--- src/rtl/video_muldiv_arbiter.sv ---
// video_muldiv_arbiter: round-robin share of one 24/12 divider and one 12x12 multiplier among NREQ requesters.
// Latency: grant to ack is 4+K cycles (K = engine run-high cycles after settle); divide-by-zero acks 1 cycle after grant.
// Backpressure: requests are held levels until ack; no grant while either engine runs, and a hung engine is aborted after TMO cycles.
module video_muldiv_arbiter #(
    parameter int NREQ = 4,
    parameter int TMO  = 64
) (
    input  logic                 CLK_VIDEO,
    input  logic                 RESET_n,
    input  logic [NREQ-1:0]      req,
    input  logic [NREQ-1:0]      req_op,
    input  logic [24*NREQ-1:0]   req_a,
    input  logic [12*NREQ-1:0]   req_b,
    output logic [NREQ-1:0]      ack,
    output logic [23:0]          res,
    output logic                 err,
    output logic                 busy,
    output logic                 div_start,
    input  logic                 div_run,
    output logic [23:0]          div_num,
    output logic [11:0]          div_den,
    input  logic [23:0]          div_res,
    output logic                 mul_start,
    input  logic                 mul_run,
    output logic [11:0]          mul_arg1,
    output logic [11:0]          mul_arg2,
    input  logic [23:0]          mul_res
);

    localparam int IW = (NREQ > 1) ? $clog2(NREQ) : 1;
    localparam int CW = $clog2(TMO + 1);

    typedef enum logic [2:0] {
        S_IDLE, S_ISSUE, S_SETTLE, S_WAIT, S_DONE, S_GAP
    } state_t;

    state_t            r_state;
    state_t            w_next;

    logic [IW-1:0]     r_idx;
    logic [IW-1:0]     r_rr_ptr;
    logic              r_op;
    logic [23:0]       r_a;
    logic [11:0]       r_b;
    logic [23:0]       r_res;
    logic              r_err;
    logic [CW-1:0]     r_cnt;
    logic [NREQ-1:0]   r_ack;
    logic              r_busy;

    logic [23:0]       w_a [NREQ];
    logic [11:0]       w_b [NREQ];
    logic              w_gnt_vld;
    logic [IW-1:0]     w_gnt_idx;
    logic [IW:0]       w_scan;
    logic              w_grant;
    logic              w_gnt_dz;
    logic              w_run;
    logic              w_tmo;
    logic [IW-1:0]     w_ack_idx;
    logic [NREQ-1:0]   w_ack_vec;
    logic              w_div_start;
    logic              w_mul_start;

    // Unpack the flat per-requester operand buses into lanes
    always_comb begin
        for (int i = 0; i < NREQ; i++) begin
            w_a[i] = req_a[24*i +: 24];
            w_b[i] = req_b[12*i +: 12];
        end
    end

    // Round-robin pick: scan downward so the lowest offset from rr_ptr wins
    always_comb begin
        w_gnt_vld = 1'b0;
        w_gnt_idx = '0;
        w_scan    = '0;
        for (int i = NREQ - 1; i >= 0; i--) begin
            w_scan = {1'b0, r_rr_ptr} + (IW+1)'(i);
            if (w_scan >= (IW+1)'(NREQ)) begin
                w_scan = w_scan - (IW+1)'(NREQ);
            end
            if (req[w_scan[IW-1:0]]) begin
                w_gnt_vld = 1'b1;
                w_gnt_idx = w_scan[IW-1:0];
            end
        end
    end

    // Grant only with both engines idle, so an engine still running after a reset is never restarted
    assign w_grant   = (r_state == S_IDLE) && w_gnt_vld && !div_run && !mul_run;
    assign w_gnt_dz  = req_op[w_gnt_idx] && (w_b[w_gnt_idx] == 12'd0);
    assign w_run     = r_op ? div_run : mul_run;
    assign w_tmo     = w_run && (r_cnt == CW'(TMO - 1));
    assign w_ack_idx = (r_state == S_IDLE) ? w_gnt_idx : r_idx;
    assign w_ack_vec = NREQ'(1) << w_ack_idx;

    // State register
    always_ff @(posedge CLK_VIDEO or negedge RESET_n) begin
        if (!RESET_n) begin
            r_state <= S_IDLE;
        end else begin
            r_state <= w_next;
        end
    end

    // Next-state decode; the timeout is the only way out of WAIT while run stays high
    always_comb begin
        w_next = r_state;
        case (r_state)
            S_IDLE:   if (w_grant) w_next = w_gnt_dz ? S_DONE : S_ISSUE;
            S_ISSUE:  w_next = S_SETTLE;
            S_SETTLE: w_next = S_WAIT;
            S_WAIT:   if (!w_run || w_tmo) w_next = S_DONE;
            S_DONE:   w_next = S_GAP;
            S_GAP:    w_next = S_IDLE;
            default:  w_next = S_IDLE;
        endcase
    end

    // Engine start pulses for the latched op, only in ISSUE
    always_comb begin
        w_div_start = 1'b0;
        w_mul_start = 1'b0;
        if (r_state == S_ISSUE) begin
            w_div_start = r_op;
            w_mul_start = !r_op;
        end
    end

    // Datapath: operand latch at grant, result capture, timeout count, pointer advance, registered ack/busy
    always_ff @(posedge CLK_VIDEO or negedge RESET_n) begin
        if (!RESET_n) begin
            r_idx    <= '0;
            r_rr_ptr <= '0;
            r_op     <= 1'b0;
            r_a      <= '0;
            r_b      <= '0;
            r_res    <= '0;
            r_err    <= 1'b0;
            r_cnt    <= '0;
            r_ack    <= '0;
            r_busy   <= 1'b0;
        end else begin
            case (r_state)
                S_IDLE: begin
                    if (w_grant) begin
                        r_idx <= w_gnt_idx;
                        r_op  <= req_op[w_gnt_idx];
                        r_a   <= w_a[w_gnt_idx];
                        r_b   <= w_b[w_gnt_idx];
                        if (w_gnt_dz) begin
                            r_res <= 24'hFFFFFF;
                            r_err <= 1'b1;
                        end
                    end
                end
                S_SETTLE: r_cnt <= '0;
                S_WAIT: begin
                    if (!w_run) begin
                        r_res <= r_op ? div_res : mul_res;
                        r_err <= 1'b0;
                    end else if (w_tmo) begin
                        r_res <= '0;
                        r_err <= 1'b1;
                    end else begin
                        r_cnt <= r_cnt + CW'(1);
                    end
                end
                S_DONE: begin
                    r_rr_ptr <= (r_idx == IW'(NREQ - 1)) ? '0 : r_idx + IW'(1);
                end
                default: ;
            endcase
            r_ack  <= (w_next == S_DONE) ? w_ack_vec : '0;
            r_busy <= (w_next != S_IDLE);
        end
    end

    assign ack       = r_ack;
    assign res       = r_res;
    assign err       = r_err;
    assign busy      = r_busy;
    assign div_start = w_div_start;
    assign mul_start = w_mul_start;
    assign div_num   = r_a;
    assign div_den   = r_b;
    assign mul_arg1  = r_a[11:0];
    assign mul_arg2  = r_b;

endmodule

--- config.mk ---
export PLATFORM = sky130hd
export DESIGN_NAME = video_muldiv_arbiter
export DESIGN_NICKNAME = d
export VERILOG_FILES = /design/src/rtl/video_muldiv_arbiter.sv
export SDC_FILE = /design/constraint.sdc
export NUM_CORES = 1
export LEC_CHECK = 0
export ABC_AREA = 1
export CORE_UTILIZATION = 35
export CTS_CLUSTER_SIZE = 12
export DETAILED_ROUTE_END_ITERATION = 10
export DONT_BUFFER_PORTS = 1
export PLACE_DENSITY = 0.51
export SYNTH_ARGS = -nofsm -noshare
export SYNTH_HDL_FRONTEND = slang
export SYNTH_SLANG_ARGS = --single-unit
--- constraint.sdc ---
create_clock -name CLK_VIDEO -period 2.2 [get_ports CLK_VIDEO]
set_input_delay 0.33 -clock CLK_VIDEO [delete_from_list [all_inputs] [get_ports CLK_VIDEO]]
set_output_delay 0.33 -clock CLK_VIDEO [all_outputs]
set_load 0.02 [all_outputs]
Word level (Yosys, flattened, before mapping)
Index checks and enable logic that the tools add are counted.

Muxes and demuxes: 52. Equal/unequal tests: 12. Reduce and logical (&&, ||, !) cells: 18. $lt $le $gt $ge: 10. Bitwise gates (word level): 1. Add/sub/neg operators: 9. Shift operators: 1.

Operator list (number): 24-bit two-way mux (7); 24-bit binary-select mux with 2-bit select (1); 24-bit case mux with 2 select lines (1); 12-bit binary-select mux with 2-bit select (1); 12-bit two-way mux (2); 2-bit two-way mux (10); 1-bit two-way mux (16); 2-bit by 3-bit less-than comparator with 1-bit output (second input constant) (5); 3-bit case mux with 5 select lines (1); 7-bit two-way mux (2); 7-bit case mux with 2 select lines (1); 3-bit greater-or-equal comparator (second input constant) (4); 12-bit logical NOT (1); 1-bit binary-select mux with 2-bit select (5); 3-bit two-way mux (3); 2-bit inequality test (second input constant) (4); 2-bit by 1-bit subtractor with 2-bit output (second input constant) (4); 7-bit by 1-bit adder with 7-bit output (second input constant) (1); 7-bit by 6-bit equality test with 1-bit output (second input constant) (1); 2-bit by 2-bit adder with 3-bit output (second input constant) (2); 3-bit by 2-bit equality test with 1-bit output (second input constant) (2); 3-bit equality test (second input constant) (2); 1-bit logical AND (5); 1-bit logical NOT (4); other kinds (17) (18).

Input bits: 204. Bits in registers: 81. Logic and storage cells: 114. Output and inout bits: 92.

Logic depth before layout (Yosys ltp)
Gate-level depths: netlist of the first run.

Word-level depth: 20. Depth in mapped cells: 26. Depth with buffers taken out: 22.

Least setup slack after synthesis of the first run
OpenSTA, ideal clock, no wires.

Path kind: flip-flop to flip-flop. Start point: register r_rr_ptr[0]. End point: register r_res[10] (netlist: res[10]). Setup time: 0.117 ns. Period minus slack after synthesis: 2.414 ns. Data arrival time: 2.297 ns. Data required time: 2.083 ns. Slack: -0.214 ns. Path buffers: 4. Cell stages (with the launch flop): 25. Cell sequence: dfrtp_1 -> buf_4 -> inv_4 -> nand2_1 -> nand2_1 -> nand2_2 -> nand2_2 -> nand2_2 -> nand2_1 -> nand2_2 -> nand2_4 -> buf_4 -> nand2_1 -> nand3_1 -> nand2_1 -> nor2_1 -> nand2_1 -> nor2_1 -> nand2_1 -> nand2_2 -> nand2_2 -> buf_6 -> buf_6 -> nand2_1 -> nand2_1.

Longest elaborated chain between the ends: 17.

Ends and longest elaborated chain: start, declared (line 41) `logic [IW-1:0] r_rr_ptr;`; start signal, assigned (line 171) `r_rr_ptr <= (r_idx == IW'(NREQ - 1)) ? '0 : r_idx + IW'(1);`; 2-bit by 2-bit adder with 3-bit output (line 79) `w_scan = {1'b0, r_rr_ptr} + (IW+1)'(i);`; 3-bit greater-or-equal comparator or 2-bit by 1-bit subtractor with 2-bit output (tied branches) (line 80, 81); 2-bit two-way mux (line 80) `if (w_scan >= (IW+1)'(NREQ)) begin`; 1-bit binary-select mux with 2-bit select (line 83) `if (req[w_scan[IW-1:0]]) begin`; 1-bit two-way mux (not written as such) (line 83); 2-bit two-way mux (4 in series) (line 83); 2-bit inverter with 3-bit output (not written as such) (line 92) `assign w_gnt_dz = req_op[w_gnt_idx] && (w_b[w_gnt_idx] == 12'd0);`; 12-bit binary-select mux with 2-bit select (line 92); 12-bit two-way mux (not written as such) (2 in series) (line 92); 12-bit logical NOT (line 92); 1-bit logical AND (line 92); 2-bit inequality test (no source line); 4-bit AND reduction (no source line) *; end signal, assigned (line 161) `r_res <= r_op ? div_res : mul_res;`; end, declared (line 45) `logic [23:0] r_res;`.

Every way passes the cells marked *; elsewhere a longest branch is shown, timed or not. The select of a mux whose other input is x is not followed. A chain may end at the register's enable or synchronous reset.

Final worst setup path of the first run
Start point: register r_rr_ptr[0]. End point: register r_op.

Longest elaborated chain between the ends: 13.

Ends and longest elaborated chain: 2-bit by 2-bit adder with 3-bit output (line 79); 3-bit greater-or-equal comparator or 2-bit by 1-bit subtractor with 2-bit output (tied branches) (line 80, 81); 2-bit two-way mux (line 80); 1-bit binary-select mux with 2-bit select (line 83); 1-bit two-way mux (not written as such) (line 83); 1-bit two-way mux (4 in series) (line 83); 1-bit logical AND (3 in series) (line 91) `assign w_grant = (r_state == S_IDLE) && w_gnt_vld && !div_run && !mul_run;`; 2-bit AND reduction (no source line); end signal, assigned (line 149) `r_op <= req_op[w_gnt_idx];`; end, declared (line 42) `logic r_op;`.

Parallel ways exist; a longest one is shown, timed or not. The select of a mux whose other input is x is not followed.

==> results.py, run 1 <==
metrics = {
    "finish": {
        "multiInputGateArea_sq_um": 3190,
        "final_core_utilization_pct": 48.2,
        "diodes": 0,
        "layout.cells.non_filler": 992,
        "seq_area_sq_um": 2030,
        "layout_common_cells": "nand2_1 (156), nor2_1 (102), dfrtp_1 (79)",
        "final_nets": 1010,
        "final_area_sq_um": 7110,
        "area_growth_pct": 32.7,
        "drive_gt1_share_pct": 28.5,
        "final_common_cell": "nand2_1",
        "nFillCells": 1446,
    },
    "clock_network": {
        "h-tree-depth": 3,
        "cts_buffer_depth": 2,
        "clk_pin_slew_ps": 70,
        "cts.sinks": 81,
        "clock_latency_ps": 350,
        "cts_buffers": 9,
        "cts-root-buf": "clkbuf_16",
        "tritoncts": "built",
    },
    "timing": {
        "hold_ws_ps": -333,
        "slew_viol_final": 0,
        "fin_skew_ps": 7.71,
        "worstMarginPinSlew_ps": 496,
        "relSlewSlack_pct": 66.9,
        "period_needed_ps": 2630,
        "rsz0062_at_grt": "yes",
        "report.final.hold_viol_count": 81,
        "finalSetupViolCount": 59,
        "finalCritPeriodShare_pct": 120,
        "layout_setup_ws_ps": -430,
        "max_freq_mhz": 380,
    },
    "drt": {
        "initialDrtViolationCount": 255,
        "detail-route-antenna-nets": 0,
        "routed_wl_microns": 18000,
        "drc": 0,
        "firstDrtPassIters": 5,
        "vias": 5423,
        "viasPerCell": 5.47,
        "wire_per_inst_microns": 18.1,
    },
    "critical_path": {
        "critPathLaunchType": "flop",
        "arrival_ps": 2850,
        "cp_max_fo": 8,
        "cp-end-kind": "flop",
        "required_ps": 2420,
        "critPathKind": "flop to flop",
    },
    "synth": {
        "synth_cell_types": 35,
        "synth_cells": 768,
        "yosysWarnings": 0,
        "synth_top_cell_area_share_pct": 37.8,
        "yosys-top-cells-area": "dfrtp_1 (38%), nand2_1 (13%), nor2_1 (7.8%)",
        "synth_nets": 974,
        "synth.cell_area_sq_um": 5360,
        "syn_area_per_cell_sq_um": 6.98,
        "yosysSeqAreaShare_pct": 37.8,
        "yosysTopAreaCell": "dfrtp_1",
        "ys_ff_latch": 81,
    },
    "power": {
        "vdd_drop_max_v": 0.00119,
        "p_per_area_nw_per_um2": 2240,
        "power_w": 0.0159,
        "power.leakage_nw": 3.41,
    },
    "floorplanning": {
        "io_pins": 296,
        "rows": 44,
        "initial_core_util_pct": 36.3,
        "die-area_sq_um": 15800,
        "die_y_microns": 126,
        "die_w_microns": 126,
        "core_sq_um": 14800,
    },
    "placed_design": {
        "placed_cell_area_sq_um": 5670,
        "place_hpwl_microns": 11900,
        "dp.cells": 935,
        "gp_congestion": 0.842,
        "io_buffers": 0,
    },
    "global_route": {
        "grt_pass1_vias": 5254,
        "grt_pass1_wl_microns": 27300,
        "grt_max_degree": 82,
        "overflow": 0,
        "grt_usage_pct": 22.3,
        "antenna_found_initial": 0,
    },
    "outcome": {
        "outcome": "finished with violations",
        "violations": "negative hold slack, negative setup slack",
    },
    "hold_path": {
        "hold_path_class": "primary input to async pin",
    },
    "job": {
        "drv_cap": 0,
    },
}
## Yosys cell counts
library cell,n
o311ai_1,10
clkbuf_1,30
inv_4,1
nor4_4,1
nand3_1,70
o211ai_1,14
buf_6,4
a31oi_1,10
o22ai_1,10
inv_1,62
dfrtp_1,81
o311ai_0,4
ha_1,2
nand4_1,2
a221oi_1,1
nor3_1,8
a21oi_1,6
nand3_2,1
nand2_4,1
buf_1,2
o21ai_0,40
nand2_2,8
nand3b_1,12
o21ai_1,5
inv_2,2
or2_2,15
a311oi_1,1
o21a_1,1
nor2_1,112
nand2_1,188
buf_4,29
buf_2,7
o31ai_1,25
mux2i_1,1
clkinv_1,2
## critical path, cell delays in order, from the launching register on
cell and delay, ps:
dfrtp_2 450, clkinv_4 150, nand2_2 100, nand2_2 60, nand2_2 90, nand2_4 80
o21ai_4 190, nand2_8 110, buf_12 150, nand2_8 80, buf_6 110, nand2_2 40
nand3_2 70, nand2_4 70, buf_4 140, buf_6 110, buf_6 100, buf_6 100
buf_6 100, buf_6 100, nand2_2 40, o21ai_1 60
## path summary, 6_finish.rpt
check | cells past startpoint | slack [ps] | end | start
min in group CLK_VIDEO | 2 | 170 | div_num[10] | req_a[34]
max | 21 | -430 | r_op | r_rr_ptr[0]
max reg2reg | 21 | -430 | r_op | r_rr_ptr[0]
max in group asynchronous | 0 | 2360 | div_num[9] | RESET_n
min | 0 | -330 | div_den[7] | RESET_n
min reg2reg | 1 | 500 | r_cnt[3] | r_cnt[3]
## sequential cells by signal (all words and copies together) (netlist names)
| name | count |
|---|---|
| div_num | 24 |
| res | 24 |
| div_den | 12 |
| r_cnt | 7 |
| ack | 4 |
| r_state | 3 |
| r_idx | 2 |
| r_rr_ptr | 2 |
| busy | 1 |
| err | 1 |
| r_op | 1 |
## what timing repair did
| item | CTS | global route |
|---|---|---|
| gates resized for setup | 97 | 76 |
| pin swaps | 36 | 20 |
| gates cloned | 8 | 2 |
| endpoints found under the hold margin | 81 | 81 |
| buffers inserted | 18 | 16 |
| setup endpoints to repair | 60 | 61 |
## kinds of logic (layout without fill, tap and decap cells)
kind of cell | count (synthesis) | in the layout | share of synthesized area (%)
and+or+nand+nor | 418 | 420 | 33.7
AOI/OAI and AO/OA | 127 | 127 | 15.3
adders and majority gates | 2 | 2 | 0.467
DFF | 81 | 81 | 37.8
muxes | 1 | 1 | 0.187
buffers and inverters | 139 | 177 | 12.5
## metrics by stage
| step | setup TNS [ps] | setup WS, ps |
|---|---|---|
| 6_report | -19840 | -430 |
| 5_1_grt | -30170 | -615 |
| 4_1_cts | -15170 | -377 |
| 3_5_place_dp | -26230 | -580 |
| 3_3_place_gp | -21680 | -499 |
| 2_1_floorplan | -3850 | -204 |
## area by class of cell
class,count,area share (%)
multi-input combinational,550,44.8
sequential,81,28.5
timing repair buffer,95,15.4
inverter,67,3.73
clock buffer,11,3.55
tap,184,3.24
clock inverter,4,0.721
## per-layer routing
metal | global-route usage [%] | vias up | part of all wire [%]
met2 | 38.8 | 246 | 50
met1 | 25.4 | 2560 | 40
met4 | 7.65 | 0 | 1.9
li1 | - | 2589 | -
met5 | 0 | - | 0
met3 | 7.52 | 28 | 7.7
## power by group
group	internal [W]	switching (W)	total (W)
Combinational	0.00504	0.00553	0.0106
Clock	0.000937	0.000632	0.00157
Sequential	0.00216	0.00162	0.00378
(Power assumes the default switching activity.)
==> run 2, diff against run 1 <==
--- a/config.mk
+++ b/config.mk
@@ -10,6 +10,7 @@
 export CTS_CLUSTER_SIZE = 12
 export DETAILED_ROUTE_END_ITERATION = 10
 export DONT_BUFFER_PORTS = 1
+export MAX_ROUTING_LAYER = met4
 export PLACE_DENSITY = 0.51
 export SYNTH_ARGS = -nofsm -noshare
 export SYNTH_HDL_FRONTEND = slang
==> results.py, run 2 (synthesized netlist as in run 1, its figures left out) <==
metrics = {
    "clock_network": {
        "clock_latency_ps": 350,
        "tritoncts": "built",
        "h-tree-depth": 3,
        "cts-root-buf": "clkbuf_16",
        "cts.sinks": 81,
        "cts_buffers": 9,
        "cts_buffer_depth": 2,
        "clk_pin_slew_ps": 70,
    },
    "critical_path": {
        "crit_path_frequent_cell": "buf_6",
        "crit_chain": "clkinv_4 > nand2_2 > nand2_2 > nand2_2 > nand2_4 > o21ai_4 > nand2_8 > buf_12 > nand2_8 > buf_6 > nand2_2 > nand3_2 > nand2_4 > buf_4 > buf_6 > buf_6 > buf_6 > buf_6 > buf_6 > nand2_2 > o21ai_1",
        "cp-end-kind": "flop",
        "slowest_delay_ps": 450,
        "critPathLaunch": "r_rr_ptr[0]",
        "path_buf_inv": 9,
        "required_ps": 2430,
        "critPathKind": "flop to flop",
        "worst_path_max_delay_cell": "dfrtp_2",
        "arrival_ps": 2860,
        "worstReg2RegStart": "r_rr_ptr[0]",
        "critPathLaunchType": "flop",
        "cp_top_family": "buffers and inverters",
        "cp_max_fo": 8,
    },
    "finish": {
        "layout_common_cells": "nand2_1 (156), nor2_1 (102), dfrtp_1 (79)",
        "drive_gt1_share_pct": 28.5,
        "diodes": 0,
        "nFillCells": 1446,
        "final_common_cell": "nand2_1",
        "final_nets": 1010,
        "seq_area_sq_um": 2030,
        "multiInputGateArea_sq_um": 3190,
        "final_area_sq_um": 7110,
        "area_growth_pct": 32.7,
    },
    "power": {
        "vdd_drop_max_v": 0.00119,
        "power.leakage_nw": 3.41,
        "p_per_area_nw_per_um2": 2240,
    },
    "timing": {
        "report.final.hold_viol_count": 81,
        "period_needed_ps": 2630,
        "hold_ws_ps": -334,
        "relSlewSlack_pct": 67.3,
        "slew_viol_final": 0,
        "fin_skew_ps": 7.10,
        "worstMarginPinSlew_ps": 490,
        "layout_setup_ws_ps": -430,
        "max_freq_mhz": 380,
        "finalSetupViolCount": 59,
        "tns_ps": -19920,
        "rsz0062_at_grt": "yes",
        "finalCritPeriodShare_pct": 120,
    },
    "floorplanning": {
        "die-area_sq_um": 15800,
        "initial_core_util_pct": 36.3,
        "core_sq_um": 14800,
        "die_y_microns": 126,
        "io_pins": 296,
        "die_w_microns": 126,
        "rows": 44,
    },
    "drt": {
        "vias": 5379,
        "initialDrtViolationCount": 241,
        "firstDrtPassIters": 5,
        "viasPerCell": 5.42,
        "wire_per_inst_microns": 18.0,
        "routed_wl_microns": 17900,
        "drc": 0,
        "detail-route-antenna-nets": 0,
    },
    "outcome": {
        "violations": "negative hold slack, negative setup slack",
        "outcome": "finished with violations",
    },
    "global_route": {
        "grt_usage_pct": 23.0,
        "antenna_found_initial": 0,
        "grt_pass1_wl_microns": 27300,
        "overflow": 0,
        "grt_max_degree": 82,
        "grt_pass1_vias": 5240,
    },
    "placed_design": {
        "place_hpwl_microns": 11900,
        "placed_cell_area_sq_um": 5670,
        "gp_congestion": 0.855,
        "io_buffers": 0,
    },
    "hold_path": {
        "hold_path_class": "primary input to async pin",
    },
    "job": {
        "drv_cap": 0,
    },
}
-- run 2: cell counts in the layout (fill, tap and decap cells not counted) --
No cell type changed its count.
-- run 2: worst paths after layout --
| kind | end | slack [ps] | depth (start not counted) |
|---|---|---|---|
| max reg2reg | r_op | -430 | 21 |
| min | div_den[7] | -330 | 0 |
| min in group CLK_VIDEO | div_num[10] | 170 | 2 |
| max | r_op | -430 | 21 |
| max in group asynchronous | r_cnt[5] | 2390 | 0 |
| min reg2reg | r_cnt[3] | 500 | 1 |
-- run 2: layer usage --
metal  GRT usage [%]  share of wire [%]
met4            7.58                1.9
met1            25.6                 40
met2            38.7                 50
met3            7.43                7.5
met5               -                  0
-- run 2: area by class of cell --
cell class / count / share of cell area (%)
clock buffers: 11 / 3.55
clock inverters: 4 / 0.721
inverters: 67 / 3.73
multi-input cells: 550 / 44.8
flip-flops and latches: 81 / 28.5
well taps: 184 / 3.24
repair buffers: 95 / 15.4
-- run 2: stage by stage --
step	setup slack, ps	utilization [%]	std cells	hold slack (ps)	power, W
finish	-430	48.2	992	-334	0.0159
detailed placement	-580	38.4	935	36.3	0.0105
CTS	-377	45.4	976	-347	0.0147
global placement	-499	38.4	935	36.5	0.0103
floorplan	-204	-	768	34.4	0.00857
global route	-615	48.2	992	-354	0.0171
-- run 2: report_power, final --
group / switching [W] / internal [W] / leakage, nW
Sequential: 0.00162 / 0.00216 / 0.979
Clock: 0.000634 / 0.000937 / 0.148
Combinational: 0.00553 / 0.00504 / 2.28
-- run 2: timing repair --
| action | in CTS | in global routing |
|---|---|---|
| resized for setup | 97 | 76 |
| pin swaps | 36 | 20 |
| cloned | 8 | 2 |
| setup endpoints to repair | 60 | 61 |
| setup buffers | 18 | 16 |
| endpoints found under the hold margin | 81 | 81 |
